===== src/rtl/simon_pkg.sv =====
// rtl/simon_pkg.sv - shared types, ALU op encoding and LFSR helpers for the Simon Says datapath
package simon_pkg;

  typedef enum logic [2:0] {
    IDLE,
    GEN,
    SETTLE,
    WAIT_ANS,
    JUDGE,
    DONE
  } state_t;

  localparam logic [3:0] OP_ADD = 4'd0;
  localparam logic [3:0] OP_SUB = 4'd1;
  localparam logic [3:0] OP_SQR = 4'd2;
  localparam logic [3:0] OP_DIV = 4'd3;
  localparam logic [3:0] OP_MOD = 4'd4;

  localparam logic [15:0] LFSR_TAPS    = 16'hB400;
  localparam logic [15:0] DEFAULT_SEED = 16'hACE1;

  // Galois form: shift right, fold the taps in when a one drops out of bit 0
  function automatic logic [15:0] lfsr_next(input logic [15:0] s);
    return (s >> 1) ^ (s[0] ? LFSR_TAPS : 16'h0000);
  endfunction

endpackage


===== src/rtl/lfsr16.sv =====
// rtl/lfsr16.sv - 16-bit Galois LFSR that advances one step when step is high
module lfsr16
  import simon_pkg::*;
#(
  parameter logic [15:0] SEED = DEFAULT_SEED
) (
  input  logic        clk,
  input  logic        reset,
  input  logic        step,
  output logic [15:0] state
);

  // an all-zero state would lock up, so fall back to the default seed
  localparam logic [15:0] INIT = (SEED == 16'h0000) ? DEFAULT_SEED : SEED;

  always_ff @(posedge clk) begin
    if (reset) begin
      state <= INIT;
    end else if (step) begin
      state <= lfsr_next(state);
    end
  end

endmodule


===== src/rtl/alu_challenge_ctrl.sv =====
// rtl/alu_challenge_ctrl.sv - per-round operand generation, answer judging and scoring for the ALU challenge
module alu_challenge_ctrl
  import simon_pkg::*;
#(
  parameter int          NUM_ROUNDS     = 8,
  parameter logic [15:0] SEED           = 16'hACE1,
  parameter int          TIMEOUT_CYCLES = 50_000_000
) (
  input  logic       clk,
  input  logic       reset,
  input  logic       start,
  input  logic       player_valid,
  input  logic [7:0] player_answer,
  input  logic [7:0] alu_out,
  output logic [7:0] operand_a,
  output logic [7:0] operand_b,
  output logic [3:0] alu_select,
  output logic [3:0] round,
  output logic [3:0] score,
  output logic       busy,
  output logic       result_valid,
  output logic       correct,
  output logic       game_over
);

  localparam logic [3:0]  LAST_ROUND = 4'(NUM_ROUNDS);
  localparam logic [25:0] TLIM       = 26'(TIMEOUT_CYCLES - 1);

  state_t      state, state_n;
  logic [15:0] lfsr_q, lfsr_d;
  logic [2:0]  op_idx;
  logic [7:0]  expected;
  logic [25:0] tcount;
  logic        expired;

  lfsr16 #(.SEED(SEED)) u_lfsr (
    .clk   (clk),
    .reset (reset),
    .step  (state == GEN),
    .state (lfsr_q)
  );

  // operands are taken from the post-step value, matching what the LFSR will hold
  assign lfsr_d  = lfsr_next(lfsr_q);
  assign expired = (tcount == TLIM);

  always_ff @(posedge clk) begin
    if (reset) state <= IDLE;
    else       state <= state_n;
  end

  always_comb begin
    state_n      = state;
    busy         = 1'b0;
    result_valid = 1'b0;
    game_over    = 1'b0;
    case (state)
      IDLE:     if (start) state_n = GEN;
      GEN:      begin busy = 1'b1; state_n = SETTLE; end
      SETTLE:   begin busy = 1'b1; state_n = WAIT_ANS; end
      WAIT_ANS: begin
        busy = 1'b1;
        if (player_valid || expired) state_n = JUDGE;
      end
      JUDGE: begin
        busy         = 1'b1;
        result_valid = 1'b1;
        state_n      = (round < LAST_ROUND) ? GEN : DONE;
      end
      DONE: begin
        game_over = 1'b1;
        if (start) state_n = GEN;
      end
      default:  state_n = IDLE;
    endcase
  end

  always_ff @(posedge clk) begin
    if (reset) begin
      operand_a  <= 8'h00;
      operand_b  <= 8'h00;
      alu_select <= 4'h0;
      round      <= 4'h0;
      score      <= 4'h0;
      correct    <= 1'b0;
      op_idx     <= 3'd0;
      expected   <= 8'h00;
      tcount     <= 26'd0;
    end else begin
      case (state)
        IDLE, DONE: begin
          if (start) begin
            round <= 4'd1;
            score <= 4'd0;
          end
        end
        GEN: begin
          operand_a  <= lfsr_d[7:0];
          operand_b  <= (lfsr_d[15:8] == 8'h00) ? 8'h01 : lfsr_d[15:8];
          alu_select <= {1'b0, op_idx};
          op_idx     <= (op_idx == OP_MOD[2:0]) ? 3'd0 : op_idx + 3'd1;
        end
        SETTLE: begin
          expected <= alu_out;
          tcount   <= 26'd0;
        end
        WAIT_ANS: begin
          // a real answer in the expiry cycle takes precedence over the timeout
          if (player_valid) begin
            correct <= (player_answer == expected);
            if (player_answer == expected) score <= score + 4'd1;
          end else if (expired) begin
            correct <= 1'b0;
          end else begin
            tcount <= tcount + 26'd1;
          end
        end
        JUDGE: begin
          if (round < LAST_ROUND) round <= round + 4'd1;
        end
        default: ;
      endcase
    end
  end

endmodule


===== config.mk =====
export PLATFORM = sky130hd
export DESIGN_NAME = alu_challenge_ctrl
export DESIGN_NICKNAME = d
export VERILOG_FILES = /design/src/rtl/simon_pkg.sv /design/src/rtl/lfsr16.sv /design/src/rtl/alu_challenge_ctrl.sv
export SDC_FILE = /design/constraint.sdc
export NUM_CORES = 1
export LEC_CHECK = 0
export CORE_ASPECT_RATIO = 0.75
export CORE_MARGIN = 2
export CORE_UTILIZATION = 55
export CTS_CLUSTER_SIZE = 24
export DETAILED_ROUTE_END_ITERATION = 8
export GPL_ROUTABILITY_DRIVEN = 1
export PLACE_DENSITY = 0.8
export SLEW_MARGIN = 20
export SYNTH_ARGS = -nofsm -noshare
export SYNTH_HDL_FRONTEND = slang
export SYNTH_HIERARCHICAL = 1
export SYNTH_SLANG_ARGS = --single-unit

===== constraint.sdc =====
create_clock -name clk -period 2.7 [get_ports clk]
set_clock_uncertainty 0.05 [all_clocks]
set_input_delay 0.405 -clock clk [delete_from_list [all_inputs] [get_ports clk]]
set_output_delay 0.405 -clock clk [all_outputs]
set_load 0.1 [all_outputs]

### After elaboration in Yosys (flattened, before gate mapping)

Cells that the tools add are included.

| storage, ports and cells | value |
|---|---|
| bits of input ports | 20 |
| logic and storage cells | 68 |
| bits in registers | 84 |

| cells by class | value |
|---|---|
| $add $sub $neg | 4 |
| bitwise gates (word level) | 1 |
| multiplexer cells | 22 |
| magnitude comparators | 1 |
| eq/ne operators | 15 |
| reductions and logical operators | 14 |

Operators with widths:

| operator | count |
|---|---|
| 2-to-1 mux 26 bit | 2 |
| one-hot mux 26 bit (2 select lines) | 1 |
| adder 26 x 1 -> 26 bit, second input constant | 1 |
| equality test 26 bit, second input constant | 1 |
| 2-to-1 mux 4 bit | 5 |
| 2-to-1 mux 16 bit | 1 |
| one-hot mux 4 bit (2 select lines) | 2 |
| bitwise XOR 15 x 16 -> 16 bit | 1 |
| one-hot mux 3 bit (5 select lines) | 1 |
| 2-to-1 mux 3 bit | 4 |
| != test 2 bit, second input constant | 6 |
| equality test 3 bit, second input constant | 3 |
| adder 4 x 1 -> 4 bit, second input constant | 2 |
| equality test 8 bit | 1 |
| zero test 8 bit | 1 |
| 2-to-1 mux 8 bit | 1 |
| nonzero test 2 bit | 4 |
| equality test 3 x 2 -> 1 bit, second input constant | 2 |
| AND reduction 3 bit | 2 |
| 2-to-1 mux 1 bit | 5 |
| less-than comparator 4 bit, second input constant | 1 |
| AND reduction 2 bit | 2 |
| AND reduction 4 bit | 1 |
| OR reduction 4 bit | 1 |
| other kinds (6) | 6 |

### Depth between registers and ports, before layout

| logic depth | value |
|---|---|
| depth after elaboration | 4 |
| mapped depth | 10 |

### Cells and area by module

Netlist, hierarchy kept.

By module, submodules not included:

| module | area each (µm²) | times used | cells an instance |
|---|---|---|---|
| alu_challenge_ctrl | 3359.5 | 1 | 427 |
| lfsr16 | 629.4 | 1 | 56 |

### Worst setup path after synthesis

OpenSTA, ideal clock, no wires.

| timing path | value |
|---|---|
| kind | register to output |
| start | register, netlist name state[2] |
| end | output port busy |
| arrival | 2110 ps |
| stages on the path, launching flop included | 3 |
| required time | 2245 ps |
| slack | 135 ps |
| path through | dfxtp_1 -> clkbuf_1 -> xnor2_1 |

RTL lines:

| what | line | RTL |
|---|---|---|
| to (decl) | alu_challenge_ctrl.sv:20 | `output logic busy,` |

### Final worst setup path

| timing path | value |
|---|---|
| start | register tcount[0] |
| end | register tcount[6] |

| between the ends | value |
|---|---|
| word-level cells in the longest chain between the ends | 4 |
| elaborated cells between the ends (all ways) | 7 |
| classes of those cells | add/sub: 1; eq/ne: 2; mux: 3; reduce/logical: 1 |

RTL lines:

| what | line | RTL |
|---|---|---|
| from (decl) | alu_challenge_ctrl.sv:33 | `logic [25:0] tcount;` |
| from (signal assigned) | alu_challenge_ctrl.sv:115 | `tcount <= tcount + 26'd1;` |
| adder 26 x 1 -> 26 bit | alu_challenge_ctrl.sv:115 |  |
| 2-to-1 mux 26 bit | alu_challenge_ctrl.sv:112 | `end else if (expired) begin` |
| 2-to-1 mux 26 bit | alu_challenge_ctrl.sv:109 | `if (player_valid) begin` |
| one-hot mux 26 bit (2 select lines) | alu_challenge_ctrl.sv:90 | `case (state)` |

Several ways; a longest one is shown, not always the timed one. The select of a mux whose other input is x is not followed.
A chain may end at the register's enable or synchronous reset.

==> results.ini <==
[clock_network]
post-cts-setup-buffer-count=0
clk_latency_ps=350
cts_root_buf=clkbuf_8
hold_buffers=0
clock_path_buffers=2
cts_resized=0
clock-sinks=84
numCtsBuffers=9
clkTransAtPathRegs_ps=90
cts_tree=done
cts_max_level=3

[flow_run]
maxCapViolations=0

[routing]
wirelength_um=9300
ant_nets=0
drtPass1Iterations=5
drc_errors=0
vias_per_cell=5.73
drt_iter0_drc=316
num_vias=3586
post_drt_wl_per_cell_um=14.8

[sta]
slew_headroom_pct=33.8
rsz0062_at_grt=false
setup_tns_ps=0
fin_crit_ps=2520
slew_viol_final=0
fin_crit_sh_pct=93.3
worst_pin_slew_ps=993
hold_violations=0
setup_viol=0
clock.fmax_mhz=397

[floorplan]
core_area_um2=6930
die_w_um=102
rows=26
pin_count=52
design.die.area_um2=7960
start_util_pct=57.6
dieHeight_um=77.8

[synthesis]
synth_area_um2=3990
yosysSeqAreaShare_pct=42.2
synth-edff-count=0
ys.flop_type=dfxtp_1
async_flop_share_pct=0
ys_warn_count=6
synthCells=483
synth_nets=508
synthDistinctLibCells=59
synth-seq-cells=84
syn_avg_cell_area_um2=8.26

[layout]
final_common_cell=dfxtp_1
syn_to_final_growth_pct=17.7
final_nets=548
drive_gt1_share_pct=14.2
final_cell_mix=dfxtp_1, nand2_1, a21oi_1
diodes=0

[critical_path]
critPathLaunchType=flip-flop
worstSetupPathType=flip-flop to flip-flop
cp_max_fo=13
required_ps=2900
arrival_ps=2720
endpoint_kind=flip-flop

[grt]
grt_start_max_net_pins=69
grt-ovfl-total=0
grt_pass1_vias=3266
grt_pass1_wl_um=15400
track_usage_pct=24.3
antenna_found_initial=0

[outcome]
status=complete, no violations

[power]
total_power_mw=2.99
p_per_area_nw_per_um2=637
irDropWorstVdd_v=0.000365
p_leak_nw=1.69

[worst_hold_path]
worstHoldPathType=input pin to flip-flop

[place]
io_buffers=50
routabilityCongestion=0.976
dp_hpwl_um=6420

==> metal layers <==
layer | up-vias | GRT usage, % | routed length, µm
met5 | - | 0 | 0
met4 | 0 | 7.47 | 89
met3 | 12 | 5.59 | 654
met2 | 129 | 38.0 | 4200
met1 | 1660 | 33.4 | 4350
li1 | 1785 | - | -
==> sequential cells by signal, summed over array words and instances, names as in the netlist <==
| signal | cells |
|---|---|
| round | 4 |
| expected | 8 |
| u_lfsr/state | 16 |
| op_idx | 3 |
| state | 3 |
| alu_select | 3 |
| operand_a | 8 |
| tcount | 26 |
| operand_b | 8 |
| correct | 1 |
| score | 4 |
==> cells by family (layout without fill, tap and decap cells) <==
logic type      Yosys count  after routing  synth area share [%]
compound gates          109            109                  17.0
xor+xnor                 17             17                  3.73
fa+ha+maj                 5              5                  1.57
buf+inv                  39             84                  4.86
flops                    84             84                  42.2
mux                      14             14                  3.61
other cells               1              1                0.0940
simple gates            214            214                  26.9
==> layout make-up <==
| cell class | instances | area, µm² |
|---|---|---|
| Clock buffer | 9 | 124 |
| Multi-Input combinational cell | 360 | 2110 |
| Timing Repair Buffer | 62 | 533 |
| Sequential cell | 84 | 1680 |
| Tap cell | 98 | 123 |
| Clock inverter | 7 | 98.8 |
| Fill cell | 585 | 2230 |
| Inverter | 6 | 22.5 |
==> cells in the mapped netlist, drive strengths merged (4+ instances only) <==
| master | number | area, µm² |
|---|---|---|
| dfxtp | 84 | 1680 |
| nand2 | 79 | 297 |
| a21oi | 45 | 225 |
| nor2 | 37 | 139 |
| clkbuf | 24 | 91.3 |
| o21ai | 22 | 110 |
| nand3 | 18 | 90.1 |
| nor3 | 17 | 85.1 |
| xnor2 | 16 | 140 |
| mux2i | 11 | 110 |
| a31oi | 9 | 71.3 |
| and3 | 9 | 61.3 |
| buf | 9 | 80.1 |
| a211o | 7 | 61.3 |
| a211oi | 7 | 57.6 |
| nand4 | 7 | 43.8 |
| nand3b | 6 | 45.0 |
| and2b | 5 | 43.8 |
| ha | 5 | 62.6 |
| inv | 5 | 18.8 |
| nand2b | 5 | 31.3 |
| nor2b | 5 | 31.3 |
| nor4 | 5 | 43.8 |
| and2 | 4 | 27.5 |
==> metrics by stage <==
step / cells / cell area (µm²) / setup slack, ps / utilization [%] / hold WS, ps
after global routing: 626 / 4700 / 19.7 / 67.8 / 275
final: 626 / 4700 / 180 / 67.8 / 277
after CTS: 626 / 4700 / 216 / 67.8 / 260
after global placement: 610 / 4470 / 333 / 64.6 / 393
after floorplan: 483 / 3990 / 135 / - / 389
after detailed placement: 610 / 4470 / 237 / 64.6 / 399
==> worst max-delay path, stage by stage, from the launching register on <==
cell and delay, ps:
dfxtp_1 390, ha_1 180, and3_1 300, and2_4 210, a31oi_4 170, o22ai_1 830
o21ai_0 200, o41ai_1 90
==> power breakdown <==
| group | leakage, nW | switching [mW] | internal (mW) |
|---|---|---|---|
| clock network | 0.110 | 0.482 | 0.528 |
| registers | 0.682 | 0.0561 | 1.30 |
| logic | 0.893 | 0.428 | 0.199 |
==> worst paths after layout <==
check	slack, ps	cells after the start	from	to
worst max-delay path	180	7	tcount[0]$_SDFFE_PP0P_	tcount[6]$_SDFFE_PP0P_
worst min-delay path	280	2	reset	tcount[15]$_SDFFE_PP0P_
worst max register to register	180	7	tcount[0]$_SDFFE_PP0P_	tcount[6]$_SDFFE_PP0P_
worst min register to register	410	2	alu_select[1]$_SDFFE_PP0P_	alu_select[1]$_SDFFE_PP0P_
(Power assumes the default switching activity.)
